--- config.mk ---
export PLATFORM = sky130hd
export DESIGN_NAME = pipe_shift_reg_param_flat
export DESIGN_NICKNAME = d
export VERILOG_FILES = /design/src/rtl/pipe_shift_reg_param_if.sv /design/src/rtl/pipe_shift_reg_param.sv /design/src/flat_wrapper.sv
export SDC_FILE = /design/constraint.sdc
export NUM_CORES = 1
export LEC_CHECK = 0
export BUFFER_PORTS_ARGS = -buffer_cell sky130_fd_sc_hd__buf_2
export CORE_UTILIZATION = 50
export CTS_BUF_LIST = sky130_fd_sc_hd__clkbuf_4 sky130_fd_sc_hd__clkbuf_8 sky130_fd_sc_hd__clkbuf_16
export DETAILED_ROUTE_END_ITERATION = 16
export GPL_TIMING_DRIVEN = 0
export MAX_ROUTING_LAYER = met4
export PLACE_DENSITY_LB_ADDON = 0.3
export SLEW_MARGIN = 25
export SYNTH_ARGS = -nofsm -noshare
export SYNTH_HDL_FRONTEND = slang
export SYNTH_SLANG_ARGS = --single-unit
--- constraint.sdc ---
create_clock -name clk -period 6.43 [get_ports clk]
set_input_delay 1.6075 -clock clk [delete_from_list [all_inputs] [get_ports clk]]
set_output_delay 1.6075 -clock clk [all_outputs]
set_load 0.005 [all_outputs]
--- src/rtl/pipe_shift_reg_param_if.sv ---
// Handshake/bus bundle for pipe_shift_reg_param: stage-0 input, per-stage stall/flush, stage outputs.
// The master side drives the pipeline controls; the slave side is the shift register itself.
interface pipe_shift_reg_param_if #(
  parameter int WIDTH = 32,
  parameter int DEPTH = 4
);
  localparam int OCC_W = $clog2(DEPTH + 1);

  logic                   load;
  logic                   in_valid;
  logic [WIDTH-1:0]       in_data;
  logic                   in_ready;
  logic [DEPTH-1:0]       stall;
  logic [DEPTH-1:0]       flush;
  logic [DEPTH*WIDTH-1:0] stage_data;
  logic [DEPTH-1:0]       stage_valid;
  logic [OCC_W-1:0]       occupancy;

  modport master (
    output load, in_valid, in_data, stall, flush,
    input  in_ready, stage_data, stage_valid, occupancy
  );

  modport slave (
    input  load, in_valid, in_data, stall, flush,
    output in_ready, stage_data, stage_valid, occupancy
  );
endinterface

--- src/rtl/pipe_shift_reg_param.sv ---
// DEPTH-stage WIDTH-bit pipeline register with per-stage stall (bubble insertion), flush and occupancy.
// Optional macro PIPE_SHIFT_FLUSH_ZERO_EN: flushed or bubbled stages also have their data cleared to 0.
module pipe_shift_reg_param #(
  parameter int WIDTH = 32,
  parameter int DEPTH = 4
) (
  input logic                   clk,
  input logic                   reset,
  pipe_shift_reg_param_if.slave bus
);
  localparam int OCC_W = $clog2(DEPTH + 1);

`ifdef PIPE_SHIFT_FLUSH_ZERO_EN
  localparam bit SQUASH_ZERO = 1'b1;
`else
  localparam bit SQUASH_ZERO = 1'b0;
`endif

  logic [DEPTH-1:0][WIDTH-1:0] data_q;
  logic [DEPTH-1:0][WIDTH-1:0] data_d;
  logic [DEPTH-1:0][WIDTH-1:0] prev_data_s;
  logic [DEPTH-1:0]            valid_q;
  logic [DEPTH-1:0]            valid_d;
  logic [DEPTH-1:0]            prev_valid_s;
  logic [DEPTH-1:0]            hold_s;
  logic [DEPTH-1:0]            hold_up_s;
  logic [OCC_W-1:0]            occ_q;
  logic [OCC_W-1:0]            occ_d;

  function automatic logic [OCC_W-1:0] popcount(input logic [DEPTH-1:0] v);
    logic [OCC_W-1:0] cnt;
    cnt = '0;
    for (int i = 0; i < DEPTH; i++) begin
      cnt = cnt + OCC_W'(v[i]);
    end
    return cnt;
  endfunction

  // A stall anywhere freezes that stage and everything upstream of it.
  always_comb begin
    logic acc;
    acc    = 1'b0;
    hold_s = '0;
    for (int i = DEPTH - 1; i >= 0; i--) begin
      acc       = acc | bus.stall[i];
      hold_s[i] = acc;
    end
  end

  // Stage i's upstream neighbour; stage 0's neighbour is the input port, which never holds.
  assign hold_up_s    = {hold_s[DEPTH-2:0], 1'b0};
  assign prev_valid_s = {valid_q[DEPTH-2:0], bus.in_valid};
  assign prev_data_s  = {data_q[DEPTH-2:0], bus.in_data};

  // Per-stage next state: flush, then freeze, then bubble, then shift.
  always_comb begin
    valid_d = valid_q;
    data_d  = data_q;
    for (int i = 0; i < DEPTH; i++) begin
      if (bus.flush[i]) begin
        valid_d[i] = 1'b0;
        data_d[i]  = SQUASH_ZERO ? {WIDTH{1'b0}} : data_q[i];
      end else if (!bus.load || hold_s[i]) begin
        valid_d[i] = valid_q[i];
        data_d[i]  = data_q[i];
      end else if (hold_up_s[i]) begin
        valid_d[i] = 1'b0;
        data_d[i]  = SQUASH_ZERO ? {WIDTH{1'b0}} : data_q[i];
      end else begin
        valid_d[i] = prev_valid_s[i];
        data_d[i]  = prev_data_s[i];
      end
    end
    occ_d = popcount(valid_d);
  end

  // Stage registers and occupancy counter.
  always_ff @(posedge clk or posedge reset) begin
    if (reset) begin
      valid_q <= '0;
      data_q  <= '0;
      occ_q   <= '0;
    end else begin
      valid_q <= valid_d;
      data_q  <= data_d;
      occ_q   <= occ_d;
    end
  end

  assign bus.in_ready    = bus.load & ~hold_s[0];
  assign bus.stage_data  = data_q;
  assign bus.stage_valid = valid_q;
  assign bus.occupancy   = occ_q;
endmodule
--- src/flat_wrapper.sv ---
// flat-port wrapper written by rule: the top's interface ports become plain ports
module pipe_shift_reg_param_flat 
#(
  parameter int WIDTH = 32,
  parameter int DEPTH = 4
)
  (clk, reset, bus_load, bus_in_valid, bus_in_data, bus_stall, bus_flush, bus_in_ready, bus_stage_data, bus_stage_valid, bus_occupancy);
  pipe_shift_reg_param_if #(.WIDTH(WIDTH), .DEPTH(DEPTH)) bus_i ();
  input logic clk;
  input logic reset;
  input wire logic [$bits(bus_i.load)-1:0] bus_load;
  input wire logic [$bits(bus_i.in_valid)-1:0] bus_in_valid;
  input wire logic [$bits(bus_i.in_data)-1:0] bus_in_data;
  input wire logic [$bits(bus_i.stall)-1:0] bus_stall;
  input wire logic [$bits(bus_i.flush)-1:0] bus_flush;
  output wire logic [$bits(bus_i.in_ready)-1:0] bus_in_ready;
  output wire logic [$bits(bus_i.stage_data)-1:0] bus_stage_data;
  output wire logic [$bits(bus_i.stage_valid)-1:0] bus_stage_valid;
  output wire logic [$bits(bus_i.occupancy)-1:0] bus_occupancy;
  assign bus_i.load = bus_load;
  assign bus_i.in_valid = bus_in_valid;
  assign bus_i.in_data = bus_in_data;
  assign bus_i.stall = bus_stall;
  assign bus_i.flush = bus_flush;
  assign bus_in_ready = bus_i.in_ready;
  assign bus_stage_data = bus_i.stage_data;
  assign bus_stage_valid = bus_i.stage_valid;
  assign bus_occupancy = bus_i.occupancy;
  pipe_shift_reg_param #(.WIDTH(WIDTH), .DEPTH(DEPTH)) u_core (.clk(clk), .reset(reset), .bus(bus_i));
endmodule
==> out/qor.log <==
[status] result of the run complete, no violations
[timing] final critical-path required period 4.38 ns
[detailed_routing] post-route DRC violation count 0
[grt] pin count of the biggest net entering global routing 80
[yosys] synthesized net count 347
[floorplan] Die Outline Area 11200 um2
[clock_tree] CTS tree yes
[timing] Worst Clk Skew 0.00672 ns
[floorplan] Horiz. Die Dim 106 um
[placement] final RePlAce weighted congestion 0.739
[clock_tree] Root Driver sky130_fd_sc_hd__clkbuf_8
[detailed_routing] total wire length after detailed routing 12000 um
[setup_path] Arr. time, crit path 2.77 ns
[timing] worst hold slack 0.502 ns
[yosys] number of synthesized flops with an enable pin 0
[yosys] number of register bits inferred by synthesis 135
[yosys] gate count of the mapped netlist 300
[yosys] most used standard cells in the synthesized netlist sky130_fd_sc_hd__dfrtp_1 (135), sky130_fd_sc_hd__mux2_2 (66), sky130_fd_sc_hd__mux2_4 (60), sky130_fd_sc_hd__buf_6 (7)
[clock_tree] count of hold buffers inserted by post-cts repair 0
[final_layout] signed area change from the synthesized netlist to the final layout 30.6%
[yosys] async set-reset flop share out of synthesis 100%
[detailed_routing] vias per cell 5.09
[timing] Slew @ Worst Pin 0.489 ns
[grt] vias in the first global route 3562
[setup_path] source of the critical timing path bus_stall[3]
[yosys] largest cells by area after synthesis sky130_fd_sc_hd__dfrtp_1 (63%), sky130_fd_sc_hd__mux2_4 (17%), sky130_fd_sc_hd__mux2_2 (14%), sky130_fd_sc_hd__buf_6 (1.5%), sky130_fd_sc_hd__nor3_4 (0.61%)
[grt] GR Util All Layers 23.9%
[setup_path] worst r2r src u_core.bus.stage_valid[0]
[floorplan] Die Span Y 106 um
[min_path] Worst Hold Launch u_core.bus.stage_data[97]
[timing] Worst Slack Setup Final 2.05 ns
[run] max-cap violation count 0
[placement] Post-DP HPWL 8160 um
[yosys] average instance area after synthesis 17.9 um2
[power_and_ir_drop] Power Density 310 nW/um2
[final_layout] ANT cells 0
[timing] achievable frequency 228 MHz
[clock_tree] post-CTS setup-driven buffer insertion count 0
[yosys] portion of the post-synthesis area used by sequential elements 63.0%
[yosys] top flip-flop cell by instance count after synthesis sky130_fd_sc_hd__dfrtp_1
[timing] hold violation count in the final report 0
[floorplan] initial cell density of the core 51.7%
[clock_tree] CTS sink cnt 135
[setup_path] largest fanout of any net on the critical path 5
[timing] RSZ-0062 raised after global routing no
[detailed_routing] DR pass1 iterations 4
[detailed_routing] Antenna Nets Post-Route 0
[floorplan] I/O pin total 180
[detailed_routing] initial drt markers 115
[yosys] Cell variety after synth 22
[clock_tree] Post-CTS Resized 0
[yosys] Yosys top cell by area sky130_fd_sc_hd__dfrtp_1
[clock_tree] total CTS buffers 17
[clock_tree] clock slew at the register clock pins of the worst setup and hold paths 0.05 ns
[placement] number of buffers added on ports 179
[floorplan] Std-Cell Core Area 10400 um2
[setup_path] Worst Setup Path Type input port to output port
[timing] Tcrit/Tclk final 68.1%
[grt] first-pass GRT wire length 19000 um
[placement] Setup Slack @ Placement 2.09 ns
[setup_path] startpoint types input port
[yosys] most frequent cell after synthesis sky130_fd_sc_hd__dfrtp_1
[timing] worst slew margin relative to its limit 67.3%
[detailed_routing] vias 3287
[setup_path] Worst setup EP type output port
[clock_tree] CTS H-tree depth 4
[yosys] top-area cell type share of the netlist area 63.0%
[power_and_ir_drop] worst ir drop on vdd 0.256 mV
[timing] Pins Over Slew Limit 0
[min_path] classification of the worst-slack hold path flip-flop to flip-flop
[grt] initial antenna violation count 0
[final_layout] layout cell share with drive strength beyond 1 69.8%
[detailed_routing] routed length per instance 18.5 um
[setup_path] critical path required time 4.82 ns
[yosys] Synth warnings 0
[setup_path] Worst Reg-to-Reg Cells 6
[yosys] post-synth design cell area 5370 um2
[floorplan] placement row count 37
[clock_tree] clk buf depth 2
[min_path] number of instances on the worst hold path 1
[grt] total global routing overflow 0
[final_layout] Final Net Count 546
[clock_tree] clock latency at the later pin of the worst-skew pair 0.54 ns
[power_and_ir_drop] LEAKAGE 3.91 nW
[timing] Finish-stage setup viols 0
## worst paths after layout
check | to | slack [ns]
worst max-delay path | bus_in_ready | 2.05
worst min-delay path | u_core.bus.stage_data[97] | 0.50
worst max register to register | u_core.bus.occupancy[1] | 4.47
worst min register to register | u_core.bus.stage_data[97] | 0.50
max in group asynchronous | u_core.bus.stage_data[1] | 4.65
min in group asynchronous | u_core.bus.stage_data[108] | 1.08
## kinds of logic after synthesis
group	count (synthesis)	share of synthesized area [%]
compound gates	3	0.280
fa+ha+maj	3	0.839
buf+inv	15	2.31
flops	135	63.0
mux	130	31.4
simple gates	14	2.19
## critical path, stage by stage
cell	delay [ns]
sky130_fd_sc_hd__buf_2	0.12
sky130_fd_sc_hd__or4b_1	0.56
sky130_fd_sc_hd__buf_6	0.17
sky130_fd_sc_hd__nor2_1	0.16
sky130_fd_sc_hd__buf_2	0.15
## stage by stage
step           setup TNS [ns]  cell area [um2]  cells  utilization (%)  power, mW
3_3_place_gp           -17.44             6430    615             62.0       1.29
2_1_floorplan               0             5370    300                -       1.16
5_1_grt                     0             7010    646             67.6       2.26
6_report                    0             7010    646             67.6       2.17
4_1_cts                     0             7010    646             67.6       2.19
3_5_place_dp                0             6470    616             62.4       1.30
## layout make-up
cell class	instances	area, um2
plain buffers	13	116
clock buffers	27	527
clock inverters	3	15.0
fillers	777	3360
inverters	2	15.0
multi-input cells	150	1860
flip-flops and latches	135	3380
well taps	136	170
repair buffers	180	923
## routing by layer
layer / vias up / routed length, um / global-route usage (%)
met5: - / 0 / -
met4: 0 / 179 / 8.83
met3: 18 / 711 / 8.91
met2: 125 / 5900 / 37.1
met1: 1684 / 5160 / 28.7
li1: 1460 / - / -
## power by group
part / switching (mW) / internal, mW
combinational: 0.101 / 0.175
clock: 0.336 / 0.546
sequential: 0.0720 / 0.942
total: 0.509 / 1.66
## flip-flops by register name, indices dropped and copies added, names as in the netlist
register                count
u_core.bus.stage_data     128
u_core.bus.stage_valid      4
u_core.bus.occupancy        3
## cell usage in the layout, fill, tap and decap left out, types with 2 or more instances in the layout
cell	Yosys	layout
sky130_fd_sc_hd__mux2_2	66	66
sky130_fd_sc_hd__a21oi_1	2	2
sky130_fd_sc_hd__buf_2	3	182
sky130_fd_sc_hd__mux2_4	60	60
sky130_fd_sc_hd__dfrtp_1	135	135
sky130_fd_sc_hd__clkinv_2	0	3
sky130_fd_sc_hd__clkbuf_8	0	7
sky130_fd_sc_hd__nor3_4	2	2
sky130_fd_sc_hd__ha_1	2	2
sky130_fd_sc_hd__clkbuf_4	0	4
sky130_fd_sc_hd__buf_6	7	7
sky130_fd_sc_hd__buf_4	3	3
sky130_fd_sc_hd__mux2_1	2	2
sky130_fd_sc_hd__mux2i_1	2	2
sky130_fd_sc_hd__nand2b_1	2	2
sky130_fd_sc_hd__or3b_2	2	2
sky130_fd_sc_hd__nor2_1	3	3
sky130_fd_sc_hd__clkbuf_16	0	16
Power figures use the tool's default switching activity.
